<file path="src/rtl/sdram_pkg.sv">
// sdram_pkg: SDRAM command encodings, controller states
// and the mode-register helper shared by the controller.
package sdram_pkg;

  typedef enum logic [3:0] {
    CMD_LOAD_MODE = 4'b0000,
    CMD_REFRESH   = 4'b0001,
    CMD_PRECHARGE = 4'b0010,
    CMD_ACTIVE    = 4'b0011,
    CMD_WRITE     = 4'b0100,
    CMD_READ      = 4'b0101,
    CMD_NOP       = 4'b0111,
    CMD_DESEL     = 4'b1111
  } sdram_cmd_e;

  typedef enum logic [3:0] {
    ST_INIT_WAIT,
    ST_INIT_PRE,
    ST_INIT_REF1,
    ST_INIT_REF2,
    ST_INIT_MODE,
    ST_IDLE,
    ST_ACTIVATE,
    ST_RW,
    ST_PRECHARGE_WAIT,
    ST_REFRESH
  } sdram_state_e;

  // Burst length 1, sequential, programmed CAS latency, burst writes off.
  function automatic logic [15:0] sdram_mode(input logic [2:0] cl);
    logic [15:0] m;
    m      = '0;
    m[6:4] = cl;
    return m;
  endfunction

endpackage

</file>
<file path="src/rtl/sdram_ctrl.sv">
// sdram_ctrl: single-port SDR SDRAM controller with power-up init,
// auto-refresh and single-word accesses using auto-precharge.
module sdram_ctrl
  import sdram_pkg::*;
#(
  parameter int ADDR_BITS   = 24,
  parameter int DATA_BITS   = 16,
  parameter int BANK_BITS   = 2,
  parameter int ROW_BITS    = 13,
  parameter int COL_BITS    = 9,
  parameter int CAS_LATENCY = 2,
  parameter int T_INIT      = 20000,
  parameter int T_RP        = 2,
  parameter int T_RCD       = 2,
  parameter int T_RFC       = 7,
  parameter int T_MRD       = 2,
  parameter int T_WR        = 2,
  parameter int T_REFI      = 780
) (
  input  logic                   clk,
  input  logic                   rst,
  input  logic                   read_buf,
  input  logic                   write_buf,
  input  logic [ADDR_BITS-1:0]   address,
  input  logic [DATA_BITS-1:0]   data_write,
  input  logic                   refresh_buf,
  output logic [DATA_BITS-1:0]   data_read,
  output logic                   busy,
  output logic                   sdram_cke,
  output logic                   sdram_cs_n,
  output logic                   sdram_ras_n,
  output logic                   sdram_cas_n,
  output logic                   sdram_we_n,
  output logic [BANK_BITS-1:0]   sdram_ba,
  output logic [ROW_BITS-1:0]    sdram_addr,
  output logic [DATA_BITS/8-1:0] sdram_dqm,
  output logic [DATA_BITS-1:0]   sdram_dq_o,
  output logic                   sdram_dq_oe,
  input  logic [DATA_BITS-1:0]   sdram_dq_i
);

  localparam int CW      = $clog2(T_INIT + 1);
  localparam int FW      = $clog2(T_REFI + 1);
  localparam int ROW_LO  = COL_BITS;
  localparam int BANK_LO = COL_BITS + ROW_BITS;
  localparam logic [15:0] MODE = sdram_mode(3'(CAS_LATENCY));

  sdram_state_e r_state, w_nstate;
  sdram_cmd_e   r_cmd, w_cmd;
  logic [CW-1:0] r_cnt, w_ncnt;
  logic [FW-1:0] r_refcnt;

  logic [BANK_BITS-1:0] r_ba, w_ba, r_bank;
  logic [ROW_BITS-1:0]  r_addr, w_addr, r_row, w_cas_addr;
  logic [COL_BITS-1:0]  r_col;
  logic [DATA_BITS-1:0] r_wdata, r_dq_o, r_data_read;
  logic [DATA_BITS/8-1:0] r_dqm;

  logic r_cke, r_oe, r_busy, r_ready;
  logic r_rd_d, r_wr_d, r_req_wr, r_req_pend, r_ref_pend;
  logic w_oe, w_busy, w_cap, w_latch, w_pend_set, w_pend_clr;
  logic w_ref_go, w_init_done, w_zero;
  logic w_rd_edge, w_wr_edge, w_edge, w_ref_req;

  assign w_zero    = (r_cnt == '0);
  assign w_rd_edge = read_buf & ~r_rd_d;
  assign w_wr_edge = write_buf & ~r_wr_d;
  assign w_edge    = w_rd_edge | w_wr_edge;
  assign w_ref_req = r_ref_pend | refresh_buf | (r_refcnt == '0);

  always_comb begin
    w_cas_addr               = '0;
    w_cas_addr[COL_BITS-1:0] = r_col;
    w_cas_addr[10]           = 1'b1;
  end

  always_comb begin
    w_nstate    = r_state;
    w_ncnt      = w_zero ? '0 : r_cnt - CW'(1);
    w_cmd       = CMD_NOP;
    w_ba        = r_ba;
    w_addr      = r_addr;
    w_oe        = 1'b0;
    w_busy      = r_busy;
    w_cap       = 1'b0;
    w_latch     = 1'b0;
    w_pend_set  = 1'b0;
    w_pend_clr  = 1'b0;
    w_ref_go    = 1'b0;
    w_init_done = 1'b0;
    unique case (r_state)
      ST_INIT_WAIT: if (w_zero) begin
        w_cmd      = CMD_PRECHARGE;
        w_ba       = '0;
        w_addr     = '0;
        w_addr[10] = 1'b1;
        w_nstate   = ST_INIT_PRE;
        w_ncnt     = CW'(T_RP - 1);
      end
      ST_INIT_PRE: if (w_zero) begin
        w_cmd    = CMD_REFRESH;
        w_nstate = ST_INIT_REF1;
        w_ncnt   = CW'(T_RFC - 1);
      end
      ST_INIT_REF1: if (w_zero) begin
        w_cmd    = CMD_REFRESH;
        w_nstate = ST_INIT_REF2;
        w_ncnt   = CW'(T_RFC - 1);
      end
      ST_INIT_REF2: if (w_zero) begin
        w_cmd    = CMD_LOAD_MODE;
        w_ba     = '0;
        w_addr   = MODE[ROW_BITS-1:0];
        w_nstate = ST_INIT_MODE;
        w_ncnt   = CW'(T_MRD - 1);
      end
      ST_INIT_MODE: if (w_zero) begin
        w_nstate    = ST_IDLE;
        w_busy      = 1'b0;
        w_init_done = 1'b1;
      end
      ST_IDLE: begin
        w_latch = w_edge;
        // Refresh wins; a request seen this cycle waits behind it.
        if (w_ref_req) begin
          w_cmd      = CMD_REFRESH;
          w_nstate   = ST_REFRESH;
          w_ncnt     = CW'(T_RFC - 1);
          w_busy     = 1'b1;
          w_ref_go   = 1'b1;
          w_pend_set = w_edge;
        end else if (w_edge) begin
          w_cmd    = CMD_ACTIVE;
          w_ba     = address[BANK_LO +: BANK_BITS];
          w_addr   = address[ROW_LO +: ROW_BITS];
          w_nstate = ST_ACTIVATE;
          w_ncnt   = CW'(T_RCD - 1);
          w_busy   = 1'b1;
        end
      end
      ST_REFRESH: if (w_zero) begin
        if (r_req_pend) begin
          w_cmd      = CMD_ACTIVE;
          w_ba       = r_bank;
          w_addr     = r_row;
          w_nstate   = ST_ACTIVATE;
          w_ncnt     = CW'(T_RCD - 1);
          w_pend_clr = 1'b1;
        end else begin
          w_nstate = ST_IDLE;
          w_busy   = 1'b0;
        end
      end
      ST_ACTIVATE: if (w_zero) begin
        w_ba     = r_bank;
        w_addr   = w_cas_addr;
        w_nstate = ST_RW;
        if (r_req_wr) begin
          w_cmd  = CMD_WRITE;
          w_oe   = 1'b1;
          w_ncnt = CW'(T_WR - 1);
        end else begin
          w_cmd  = CMD_READ;
          w_ncnt = CW'(CAS_LATENCY - 1);
        end
      end
      ST_RW: if (w_zero) begin
        w_nstate = ST_PRECHARGE_WAIT;
        w_ncnt   = r_req_wr ? CW'(T_RP) : '0;
      end
      ST_PRECHARGE_WAIT: if (w_zero) begin
        w_nstate = ST_IDLE;
        w_busy   = 1'b0;
        w_cap    = ~r_req_wr;
      end
      default: w_nstate = ST_INIT_WAIT;
    endcase
  end

  always_ff @(posedge clk) begin
    if (rst) begin
      r_state <= ST_INIT_WAIT;
      r_cnt   <= CW'(T_INIT);
    end else begin
      r_state <= w_nstate;
      r_cnt   <= w_ncnt;
    end
  end

  always_ff @(posedge clk) begin
    if (rst) begin
      r_cmd       <= CMD_DESEL;
      r_ba        <= '0;
      r_addr      <= '0;
      r_oe        <= 1'b0;
      r_dq_o      <= '0;
      r_cke       <= 1'b0;
      r_dqm       <= '1;
      r_busy      <= 1'b1;
      r_data_read <= '0;
      r_rd_d      <= 1'b0;
      r_wr_d      <= 1'b0;
      r_req_wr    <= 1'b0;
      r_req_pend  <= 1'b0;
      r_bank      <= '0;
      r_row       <= '0;
      r_col       <= '0;
      r_wdata     <= '0;
    end else begin
      r_cmd  <= w_cmd;
      r_ba   <= w_ba;
      r_addr <= w_addr;
      r_oe   <= w_oe;
      r_cke  <= 1'b1;
      r_busy <= w_busy;
      r_rd_d <= read_buf;
      r_wr_d <= write_buf;
      if (w_oe)        r_dq_o      <= r_wdata;
      if (w_init_done) r_dqm       <= '0;
      if (w_cap)       r_data_read <= sdram_dq_i;
      if (w_latch) begin
        r_req_wr <= w_wr_edge & ~w_rd_edge;
        r_bank   <= address[BANK_LO +: BANK_BITS];
        r_row    <= address[ROW_LO +: ROW_BITS];
        r_col    <= address[COL_BITS-1:0];
        r_wdata  <= data_write;
      end
      if (w_pend_clr)      r_req_pend <= 1'b0;
      else if (w_pend_set) r_req_pend <= 1'b1;
    end
  end

  always_ff @(posedge clk) begin
    if (rst) begin
      r_ready    <= 1'b0;
      r_refcnt   <= FW'(T_REFI - 1);
      r_ref_pend <= 1'b0;
    end else begin
      if (w_init_done) r_ready <= 1'b1;
      if (w_ref_go || w_init_done)
        r_refcnt <= FW'(T_REFI - 1);
      else if (r_ready && r_refcnt != '0)
        r_refcnt <= r_refcnt - FW'(1);
      if (w_ref_go)
        r_ref_pend <= 1'b0;
      else if (r_ready && (refresh_buf || r_refcnt == '0))
        r_ref_pend <= 1'b1;
    end
  end

  assign data_read   = r_data_read;
  assign busy        = r_busy;
  assign sdram_cke   = r_cke;
  assign sdram_cs_n  = r_cmd[3];
  assign sdram_ras_n = r_cmd[2];
  assign sdram_cas_n = r_cmd[1];
  assign sdram_we_n  = r_cmd[0];
  assign sdram_ba    = r_ba;
  assign sdram_addr  = r_addr;
  assign sdram_dqm   = r_dqm;
  assign sdram_dq_o  = r_dq_o;
  assign sdram_dq_oe = r_oe;

endmodule

</file>
<file path="config.mk">
export PLATFORM = sky130hd
export DESIGN_NAME = sdram_ctrl
export DESIGN_NICKNAME = d
export VERILOG_FILES = /design/src/rtl/sdram_pkg.sv /design/src/rtl/sdram_ctrl.sv
export SDC_FILE = /design/constraint.sdc
export NUM_CORES = 1
export LEC_CHECK = 0
export ABC_AREA = 1
export CAP_MARGIN = 10
export CORE_ASPECT_RATIO = 1.1
export CORE_MARGIN = 2
export CORE_UTILIZATION = 51
export CTS_CLUSTER_DIAMETER = 80
export DETAILED_ROUTE_END_ITERATION = 8
export GPL_TIMING_DRIVEN = 0
export HOLD_SLACK_MARGIN = 0.06
export PLACE_DENSITY = 0.9
export SLEW_MARGIN = 40
export SYNTH_ARGS = -nofsm -noshare
export SYNTH_HDL_FRONTEND = slang
export SYNTH_SLANG_ARGS = --single-unit
</file>
<file path="constraint.sdc">
create_clock -name clk -period 2.63 [get_ports clk]
set_clock_uncertainty 0.15 [all_clocks]
set_input_delay 0.789 -clock clk [delete_from_list [all_inputs] [get_ports clk]]
set_output_delay 0.789 -clock clk [all_outputs]
set_load 0.05 [all_outputs]
</file>
# Word level (Yosys, flattened, before mapping)
# Cells that the tools add are included.
# word_totals
reg_bits	131
inputBits	61
output_inout_bits	56
word_cells	148
# classes
addsub	2
n_eq_ne	23
muxes	69
bitwise	10
reduce_logical	22
# ops
op	count
$mux 15	8
$mux 13	7
$pmux 15 s5	1
$pmux 13 s5	1
$mux 4	10
$pmux 4 s9	1
$mux 1	22
$ne 2x2->1 const B	11
$mux 3	7
$mux 2	9
$pmux 3 s6	1
$eq 4x3->1 const B	4
$logic_not 15->1	1
$sub 15x1->15 const B	1
$reduce_or 2->1	6
$logic_not 10->1	1
$reduce_bool 10->1	1
$sub 10x1->10 const B	1
$reduce_and 9->1	1
$eq 4x2->1 const B	2
$eq 4x4->1 const B	2
$pmux 2 s4	1
$reduce_and 8->1	1
$reduce_and 7->1	1
15 further kinds	25

# Logic depth before layout (Yosys ltp)
# Gate-level depths: netlist of run 1.
# logic_depth
word_depth	6
mapped_depth	12
depth_no_buf	12

# Worst setup path before layout of run 1
# OpenSTA, ideal clock, no wires.
# synth_path
kind	input -> register
start	in read_buf
end	reg r_row[10]
setup_ns	0.071
arrival_ns	1.737
required_time_ns	2.409
path_slack_ns	0.672
stages	9
cell_sequence	nand2_1 > nand2_1 > inv_1 > nor2_4 > inv_1 > buf_2 > clkbuf_1 > nand2_1 > a21oi_1
# synth_via
elab_chain_cells	3
# synth_rtl
item	line_no	source
start, declared	sdram_ctrl.sv:22	input logic read_buf,
$and 1x1->1	sdram_ctrl.sv:66	assign w_rd_edge = read_buf & ~r_rd_d;
$or 1x1->1	sdram_ctrl.sv:68	assign w_edge = w_rd_edge | w_wr_edge;
$mux 1	sdram_ctrl.sv:91	unique case (r_state)
end signal, assigned	sdram_ctrl.sv:224	r_row <= address[ROW_LO +: ROW_BITS];
end, declared	sdram_ctrl.sv:54	logic [ROW_BITS-1:0] r_addr, w_addr, r_row, w_cas_addr;
# No other way between the ends.
# A chain may end at the register's enable or synchronous reset.

# Worst setup path in the final report of run 1
# layout_path
start	reg r_dq_o[3], in the netlist sdram_dq_o[3]
end	out sdram_dq_o[3]
# layout_lines
item	line_no	source
start, declared	sdram_ctrl.sv:56	logic [DATA_BITS-1:0] r_wdata, r_dq_o, r_data_read;
start signal, assigned	sdram_ctrl.sv:218	if (w_oe) r_dq_o <= r_wdata;
end, declared	sdram_ctrl.sv:37	output logic [DATA_BITS-1:0] sdram_dq_o,
# No word-level cell between the ends.

==> results of run 1 <==
## sequential cells by signal (all words and copies together), names as in the netlist
register and count:
r_rd_d 1, r_col 9, data_read 16, sdram_ba 2, r_wdata 16, r_bank 2
r_row 13, r_state 4, r_refcnt 10, r_cmd 4, busy 1, sdram_dq_oe 1
r_req_wr 1, sdram_cke 1, r_req_pend 1, r_cnt 15, r_wr_d 1, r_ready 1
sdram_dq_o 16, r_ref_pend 1, sdram_addr 13, sdram_dqm 1
## placed cells by master, fill, tap and decap left out, types with 2 or more instances in the layout
cell type / instances
nor2_2: 6
buf_2: 18
clkinv_4: 4
nand2_2: 3
xor2_1: 10
a21oi_1: 69
xnor2_1: 5
bufinv_16: 2
a211oi_1: 3
nand2_1: 180
nor2_1: 128
clkdlybuf4s50_1: 115
ha_1: 2
nand4_1: 18
clkbuf_16: 17
clkinv_2: 2
buf_4: 2
nand3_1: 26
nor3_1: 11
o211ai_1: 3
inv_2: 4
inv_1: 86
clkinvlp_4: 2
dfxtp_1: 130
clkbuf_8: 3
o21ai_0: 68
clkbuf_1: 15
a22o_1: 3
## Yosys cell counts, drive strengths merged
master and count:
o21a 1, o211ai 3, inv 89, nor2 135, xor2 10, buf 21, o21ai 68, or2 1
a211oi 3, ha 2, nor4 1, a21boi 1, clkinv 2, nand2 184, o2111ai 1, dfxtp 130
a31oi 1, clkbuf 14, a21oi 71, o2111a 1, nor3 12, nand4 18, nand3b 1, nand3 27
a22o 3, xnor2 5
## stage by stage
step,std cells,worst slack (ns)
3_3_place_gp,1068,-0.316
3_5_place_dp,1068,-0.306
4_1_cts,1100,0.0740
6_report,1100,0.0771
5_1_grt,1100,0.0391
2_1_floorplan,805,0.672
## routing by layer
metal  global-route usage  vias to the layer above  part of all wire
met5                    0                        -                 0
met4                0.124                        0             0.030
met3               0.0842                       40             0.075
met2                0.444                      246              0.48
met1                0.312                     2632              0.42
li1                     -                     2844                 -
## tightest hold or removal path, cell delays in order (launching register included)
cell and delay, ns:
dfxtp_1 0.30, inv_1 0.06, a21oi_1 0.05
## worst max path at each step
stage                  start              to  depth (start not counted)
2_1_floorplan       read_buf       r_row[10]                          9
3_3_place_gp             rst  sdram_addr[10]                          7
3_5_place_dp             rst  sdram_addr[11]                          7
4_1_cts        sdram_dq_o[3]   sdram_dq_o[3]                          1
5_1_grt          r_refcnt[0]     r_refcnt[8]                         10
6_report       sdram_dq_o[3]   sdram_dq_o[3]                          1
## cell type report
class / count / area (sq um) / share of cell area
flip-flops and latches: 130 / 2600 / 0.341
inverters: 91 / 342 / 0.0448
clock inverters: 11 / 129 / 0.0169
well taps: 147 / 184 / 0.0241
plain buffers: 35 / 169 / 0.0222
multi-input cells: 549 / 2570 / 0.337
repair buffers: 116 / 1160 / 0.152
clock buffers: 21 / 470 / 0.0617
## timing repair
item,in CTS,in global routing
setup endpoints to repair,1,15
gates resized for setup,1,2
pin swaps,0,0
cloned,0,0
## logic make-up (layout without fill, tap and decap cells)
group	after synthesis	in the layout	share of synthesized area
and+or+nand+nor	379	379	0.279
buffers and inverters	126	274	0.0899
adders and majority gates	2	2	0.00441
DFF	130	130	0.458
AOI/OAI and AO/OA	153	153	0.145
xor gates and xnor gates	15	15	0.0231
## power by group
part,internal (mW),leakage (nW),switching [mW]
sequential,2.15,1.05,0.111
combinational,0.676,1.90,1.16
clock,1.47,0.290,0.874
total,4.30,3.25,2.15
==> results.tsv, run 1 <==
metric	value	unit
IO Pins	117	
Hold EP	r_wdata[8]	
minimum clock period after layout	2.55	ns
Initial Util	0.520	
CP Data Arrival Time	1.61	ns
Post-DP Area	0.00702	sq mm
crit-path cells	clkdlybuf4s50_1	
final setup fails	0	
Syn Std Cell Area	0.00568	sq mm
Crit. End Element	output pin	
synth top area cells	dfxtp_1 46%, nand2_1 12%, nor2_1 8.5%, a21oi_1 6.1%, o21ai_0 6.0%	
via density per instance	5.24	
CP max stage delay	0.82	ns
clk slew on worst S/H paths	0.06	ns
DRT Wirelength	15.5	mm
crit path max-delay cell type	clkdlybuf4s50_1	
Max rail drop VDD	649	uV
Worst R2R Setup Slack	0.29	ns
Crit Path Class	reg2out	
P&R area growth vs syn	34.3	%
CTS Buf Count	17	
final instance area	0.00762	sq mm
Warnings, synthesis	0	
Synth top area share	0.458	
die area	0.0120	sq mm
Critical Path RT	1.69	ns
die height	115	um
Avg WL per Cell	14.1	um
Worst R2R Path Depth	10	
later-pin clock latency in the skew report	0.43	ns
GPL Wtd Cong	0.972	
hold depth	2	
layout cell share with drive strength beyond 1	0.0756	
Worst Hold Slack	0.303	ns
clock tree sinks	130	
Fmax	0.392	GHz
GRT overflow	0	
port buffer count	116	
Tot GR Track Use	0.266	
Pre-Repair DR Iteration Count	5	
power per cell area	846	mW/mm^2
Cell variety after synth	37	
CP Launch Type	flip-flop	
largest net degree at the start of global routing	17	
first-pass GRT wire length	25.1	mm
Hold Violations, Final	0	
Critical R2R Capture	data_read[14]	
max-slew violations	0	
clk root buf	clkbuf_16	
sequential element share of the synthesized area	0.458	
Layout Utilization	0.699	
Post-Route Setup TNS	0	ns
# diodes	0	
syn avg cell area	7.05	sq um
Leak Pwr	3.25	nW
Die X	105	um
Filler cells	854	
CTS tree	done	
status	finished, final reports clean	
Min-Delay Path Class	reg2reg	
PnR Total Power	6.45	mW
DRC Markers	0	
Synth Instances	805	
hold_sp	r_wdata[8]	
RSZ-0062 raised after global routing	no	
clk buf depth	2	
worst-path maximum fanout	2	
hpwl dp	10.8	mm
fin crit share	0.971	
R2R Path Start	r_cnt[0]	
Post-CTS Setup Inserts	0	
delay-heaviest family, CP	buffers and inverters	
Bufs and invs on worst path	1	
htree depth	4	
initial antenna violation count	0	
# rows	40	
Via Count	5762	
Relative slew margins	0.601	
number of synthesized register bits	130	
initial DRC count	412	
Worst-Margin Slew	0.599	ns
Core ar.	0.0109	sq mm
largest area contributor in the netlist	dfxtp_1	
final layout net count	1003	
post-route ant nets	0	
max-cap viol count	0	
number of global-route vias before repair	5396	
syn nets	868	
# hold bufs at CTS	0	
Power figures use the tool's default switching activity.
==> run 2: changes to the inputs <==
clock period = 2.7 ns   (was 2.63 ns; I/O delays follow)
==> run 2 against run 1 <==
  * First-iteration DRC count up 0.24%
  * Final cell count stayed put
  * Core utilization barely moved
  * Global-route usage unchanged
  * Worst setup slack lost 0.013 ns
  * Combinational power decreased by 3%
  * Clock power is 3% lower
  * Design area barely moved
  * Critical endpoint is now sdram_dqm[1]
  * Largest cell class unchanged
  * Largest power group unchanged
==> results.tsv, run 2 (synthesis gave the netlist of run 1 again) <==
metric	value	unit	change
max-slew violations	0		unchanged
CP Launch Type	flip-flop		unchanged
Crit. End Element	output pin		unchanged
Avg WL per Cell	14.2	um	was 14.1 um
P&R area growth vs syn	34.3	%	about the same
# diodes	0		unchanged
clk root buf	clkbuf_16		unchanged
Tot GR Track Use	0.266		unchanged
die area	0.0120	sq mm	unchanged
Min-Delay Path Class	reg2reg		unchanged
via density per instance	5.24		unchanged
fin crit share	0.976		
Fmax	0.379	GHz	
first-pass GRT wire length	25.1	mm	unchanged
final setup fails	0		unchanged
Hold EP	r_wdata[8]		unchanged
clk slew on worst S/H paths	0.06	ns	about the same
die height	115	um	unchanged
Relative slew margins	0.612		was 0.601
later-pin clock latency in the skew report	0.43	ns	about the same
clock tree sinks	130		unchanged
layout cell share with drive strength beyond 1	0.0735		was 0.0756
final layout net count	1003		unchanged
IO Pins	117		unchanged
power per cell area	825	mW/mm^2	was 846 mW/mm^2
hpwl dp	10.8	mm	unchanged
register area	0.00260	sq mm	unchanged
port buffer count	116		unchanged
R2R Path Start	r_refcnt[0]		was r_cnt[0]
Worst-Margin Slew	0.583	ns	was 0.599 ns
CTS tree	done		unchanged
most common cell after layout, fill and taps aside	nand2_1		unchanged
Critical R2R Capture	r_refcnt[6]		was data_read[14]
number of gates resized after cts	0		was 1
clk buf depth	2		unchanged
Filler cells	854		unchanged
Via Count	5762		unchanged
CTS Buf Count	17		unchanged
GPL Wtd Cong	0.972		unchanged
Critical Path RT	1.74	ns	was 1.69 ns
Pre-Repair DR Iteration Count	5		unchanged
RSZ-0062 raised after global routing	no		unchanged
final instance area	0.00762	sq mm	about the same
Crit Path Class	reg2out		unchanged
DRC Markers	0		unchanged
hold depth	2		unchanged
# rows	40		unchanged
CP Data Arrival Time	1.68	ns	was 1.61 ns
number of global-route vias before repair	5396		unchanged
area of the multi-input gates	0.00256	sq mm	was 0.00257 sq mm
initial antenna violation count	0		unchanged
minimum clock period after layout	2.64	ns	
worst-path maximum fanout	3		was 2
Max rail drop VDD	632	uV	was 649 uV
# hold bufs at CTS	0		unchanged
Post-CTS Setup Inserts	0		unchanged
initial DRC count	413		was 412
most frequent cells in the layout	181 x nand2_1, 130 x dfxtp_1, 128 x nor2_1		was 180 x nand2_1, 130 x dfxtp_1, 128 x nor2_1
Post-DP Area	0.00702	sq mm	unchanged
GRT overflow	0		unchanged
max-cap viol count	0		unchanged
Layout Utilization	0.699		about the same
Hold Violations, Final	0		unchanged
Leak Pwr	3.25	nW	about the same
htree depth	4		unchanged
PnR Total Power	6.29	mW	was 6.45 mW
Worst R2R Setup Slack	0.30	ns	was 0.29 ns
Worst R2R Path Depth	11		was 10
hold_sp	r_wdata[8]		unchanged
Die X	105	um	unchanged
post-route ant nets	0		unchanged
largest net degree at the start of global routing	17		unchanged
status	finished, final reports clean		unchanged
Core ar.	0.0109	sq mm	unchanged
DRT Wirelength	15.6	mm	was 15.5 mm
Initial Util	0.520		unchanged
run 2: cell types whose count changed in the layout (fill, tap and decap cells not counted), sizes merged:
cell / previous run / this run
clkinv: 7 / 8
clkdlybuf4s50: 115 / 116
dlygate4sd2: 1 / 0
inv: 91 / 90
run 2: metal layers:
layer / vias up / track usage / part of all wire
li1: 2845 / - / -
met1: 2623 / 0.312 / 0.41
met2: 247 / 0.444 / 0.48
met3: 47 / 0.0842 / 0.076
met4: 0 / 0.124 / 0.032
met5: - / 0 / 0
run 2: cell type report:
| cell class | count | share of cell area |
|---|---|---|
| clock inverter | 11 | 0.0169 |
| multi-input combinational | 549 | 0.336 |
| clock buffer | 21 | 0.0617 |
| buffer | 35 | 0.0222 |
| tap | 147 | 0.0241 |
| sequential | 130 | 0.341 |
| inverter | 91 | 0.0448 |
| timing repair buffer | 116 | 0.152 |
run 2: worst max path at each step:
stage	startpoint	end	slack, ns	cells after the start
final	sdram_dqm[0]	sdram_dqm[1]	0.06	2
after floorplan	read_buf	r_row[10]	0.72	9
after detailed placement	rst	sdram_addr[11]	-0.26	7
after global routing	sdram_dqm[0]	sdram_dqm[1]	0.01	2
after CTS	sdram_dqm[0]	sdram_dqm[1]	0.04	2
after global placement	rst	sdram_addr[10]	-0.27	7
run 2: stage by stage:
| step | hold slack, ns | cells | TNS, ns | setup WS, ns |
|---|---|---|---|---|
| finish | 0.302 | 1100 | 0 | 0.0646 |
| global route | 0.321 | 1100 | 0 | 0.0105 |
| CTS | 0.302 | 1100 | 0 | 0.0411 |
| detailed placement | 0.295 | 1068 | -7.85 | -0.257 |
| global placement | 0.289 | 1068 | -7.82 | -0.267 |
| floorplan | 0.280 | 805 | 0 | 0.721 |
run 2: where the power goes:
part	internal [mW]	leakage (nW)	switching, mW
registers	2.10	1.05	0.108
logic	0.659	1.90	1.14
clock network	1.43	0.290	0.856
run 2: worst max-delay path, stage by stage (launching register included):
cell             delay (ns)
dfxtp_1                0.35
buf_4                  0.11
clkdlybuf4s50_1        0.79
==> run 3: changes to the inputs <==
--- a/constraint.sdc
+++ b/constraint.sdc
@@ -4,2 +4,2 @@
 set_output_delay 0.81 -clock clk [all_outputs]
-set_load 0.05 [all_outputs]
+set_load 0.1 [all_outputs]
==> run 3 against run 2 <==
  * Design area down 3.3%
  * Via count increased by 0.90%
  * Power is 5.4% higher
  * Critical endpoint is now r_cnt[11]
==> results.tsv, run 3 (synthesis gave the netlist of run 1 again) <==
metric	value	unit	change
P&R area growth vs syn	29.8	%	was 34.3%
CP max stage delay	0.45	ns	was 0.79 ns
# diodes	0		unchanged
grt met1 use	0.317		was 0.312
Hold Violations, Final	0		unchanged
dpl cells	1068		unchanged
max-slew violations	0		unchanged
Crit. End Element	flip-flop		was output pin
status	finished, final reports clean		unchanged
Core ar.	0.0109	sq mm	unchanged
layout cell share with drive strength beyond 1	0.132		was 0.0735
later-pin clock latency in the skew report	0.42	ns	was 0.43 ns
post-layout worst setup margin	0.203	ns	was 0.0646 ns
Min-Delay Path Class	reg2reg		unchanged
Layout Utilization	0.675		was 0.699
number of global-route vias before repair	5554		was 5,396
pre-CTS setup slack	-0.282	ns	was -0.257 ns
Final Non-Filler Cells	1100		unchanged
Via Count	5814		was 5,762
Max rail drop VDD	664	uV	was 632 uV
GRT overflow	0		unchanged
Initial Util	0.520		unchanged
CTS tree	done		unchanged
CP Data Arrival Time	2.63	ns	was 1.68 ns
PnR Total Power	6.63	mW	was 6.29 mW
busiest grt layer	met2		unchanged
via density per instance	5.29		was 5.24
final setup fails	0		unchanged
final layout net count	1003		unchanged
largest net degree at the start of global routing	17		unchanged
Die X	105	um	unchanged
hpwl dp	10.7	mm	was 10.8 mm
Worst-Margin Slew	0.562	ns	was 0.583 ns
DRT Wirelength	15.4	mm	was 15.6 mm
clk root buf	clkbuf_16		unchanged
Critical Path RT	2.83	ns	was 1.74 ns
Post-Route Setup TNS	0	ns	unchanged
initial antenna violation count	0		unchanged
number of gates resized after cts	0		unchanged
CP Launch Type	input port		was flip-flop
# rows	40		unchanged
DRC Markers	0		unchanged
Relative slew margins	0.625		was 0.612
most common cell after layout, fill and taps aside	nand2_1		unchanged
die area	0.0120	sq mm	unchanged
Fmax	0.401	GHz	was 0.379 GHz
IO Pins	117		unchanged
Pre-Repair DR Iteration Count	5		unchanged
Tot GR Track Use	0.267		was 0.266
# hold bufs at CTS	0		unchanged
most frequent cells in the layout	181 x nand2_1, 130 x dfxtp_1, 128 x nor2_1		unchanged
GRT met2 Usage	0.459		was 0.444
Avg WL per Cell	14.0	um	was 14.2 um
initial DRC count	418		was 413
die height	115	um	unchanged
clk slew on worst S/H paths	0.06	ns	about the same
first-pass GRT wire length	25.5	mm	was 25.1 mm
crit-path cells	clkdlybuf4s50_1 > clkbuf_1 > inv_2 > clkbuf_1 > buf_2 > o21ai_0		was buf_4 > clkdlybuf4s50_1
Post-CTS Setup Inserts	0		unchanged
Leak Pwr	3.34	nW	was 3.25 nW
post-route ant nets	0		unchanged
clock tree sinks	130		unchanged
htree depth	4		unchanged
port buffer count	116		unchanged
GPL Wtd Cong	0.972		unchanged
CTS Buf Count	17		unchanged
fin crit share	0.925		was 0.976
minimum clock period after layout	2.50	ns	was 2.64 ns
worst-path maximum fanout	10		was 3
crit path max-delay cell type	clkbuf_1		was clkdlybuf4s50_1
power per cell area	900	mW/mm^2	was 825 mW/mm^2
Filler cells	904		was 854
GRT met3 Usage	0.0757		was 0.0842
RSZ-0062 raised after global routing	no		unchanged
max-cap viol count	0		unchanged
clk buf depth	2		unchanged
Crit Path Class	in2reg		was reg2out
Worst path most repeated cell	clkbuf_1		
[run 3: report_power, final]
part	switching, mW	internal (mW)
registers	0.103	2.10
clock network	0.871	1.57
logic	1.40	0.591
[run 3: per-layer routing]
metal / up-vias / part of all wire
met1: 2696 / 0.41
met3: 39 / 0.077
met4: 0 / 0.024
li1: 2839 / -
met5: - / 0
met2: 240 / 0.49
[run 3: cell type report]
cell class	count	area [sq um]	share of cell area
buffer	35	169	0.0229
clock buffer	20	447	0.0606
clock inverter	12	180	0.0245
inverter	91	342	0.0464
multi-input combinational	549	2560	0.348
sequential	130	2600	0.353
tap	147	184	0.0250
timing repair buffer	116	881	0.120
[run 3: critical path: cells and delay by family]
kind                   cells  cell delay, ns
AO/OA/AOI/OAI              1            0.16
buffers and inverters      5            1.65
[run 3: path summary, 6_finish.rpt]
| kind | endpoint | slack (ns) | startpoint | cells past startpoint |
|---|---|---|---|---|
| setup reg to reg | r_refcnt[6] | 0.29 | r_refcnt[0] | 11 |
| setup / recovery | r_cnt[11] | 0.20 | rst | 6 |
| hold / removal | r_wdata[4] | 0.30 | r_wdata[4] | 2 |
| hold reg to reg | r_wdata[4] | 0.30 | r_wdata[4] | 2 |
[run 3: through the flow]
stage | hold WS, ns | instance area (sq um)
2_1_floorplan | 0.280 | 5680
3_3_place_gp | 0.289 | 7020
3_5_place_dp | 0.295 | 6740
4_1_cts | 0.304 | 7370
5_1_grt | 0.323 | 7370
6_report | 0.302 | 7370
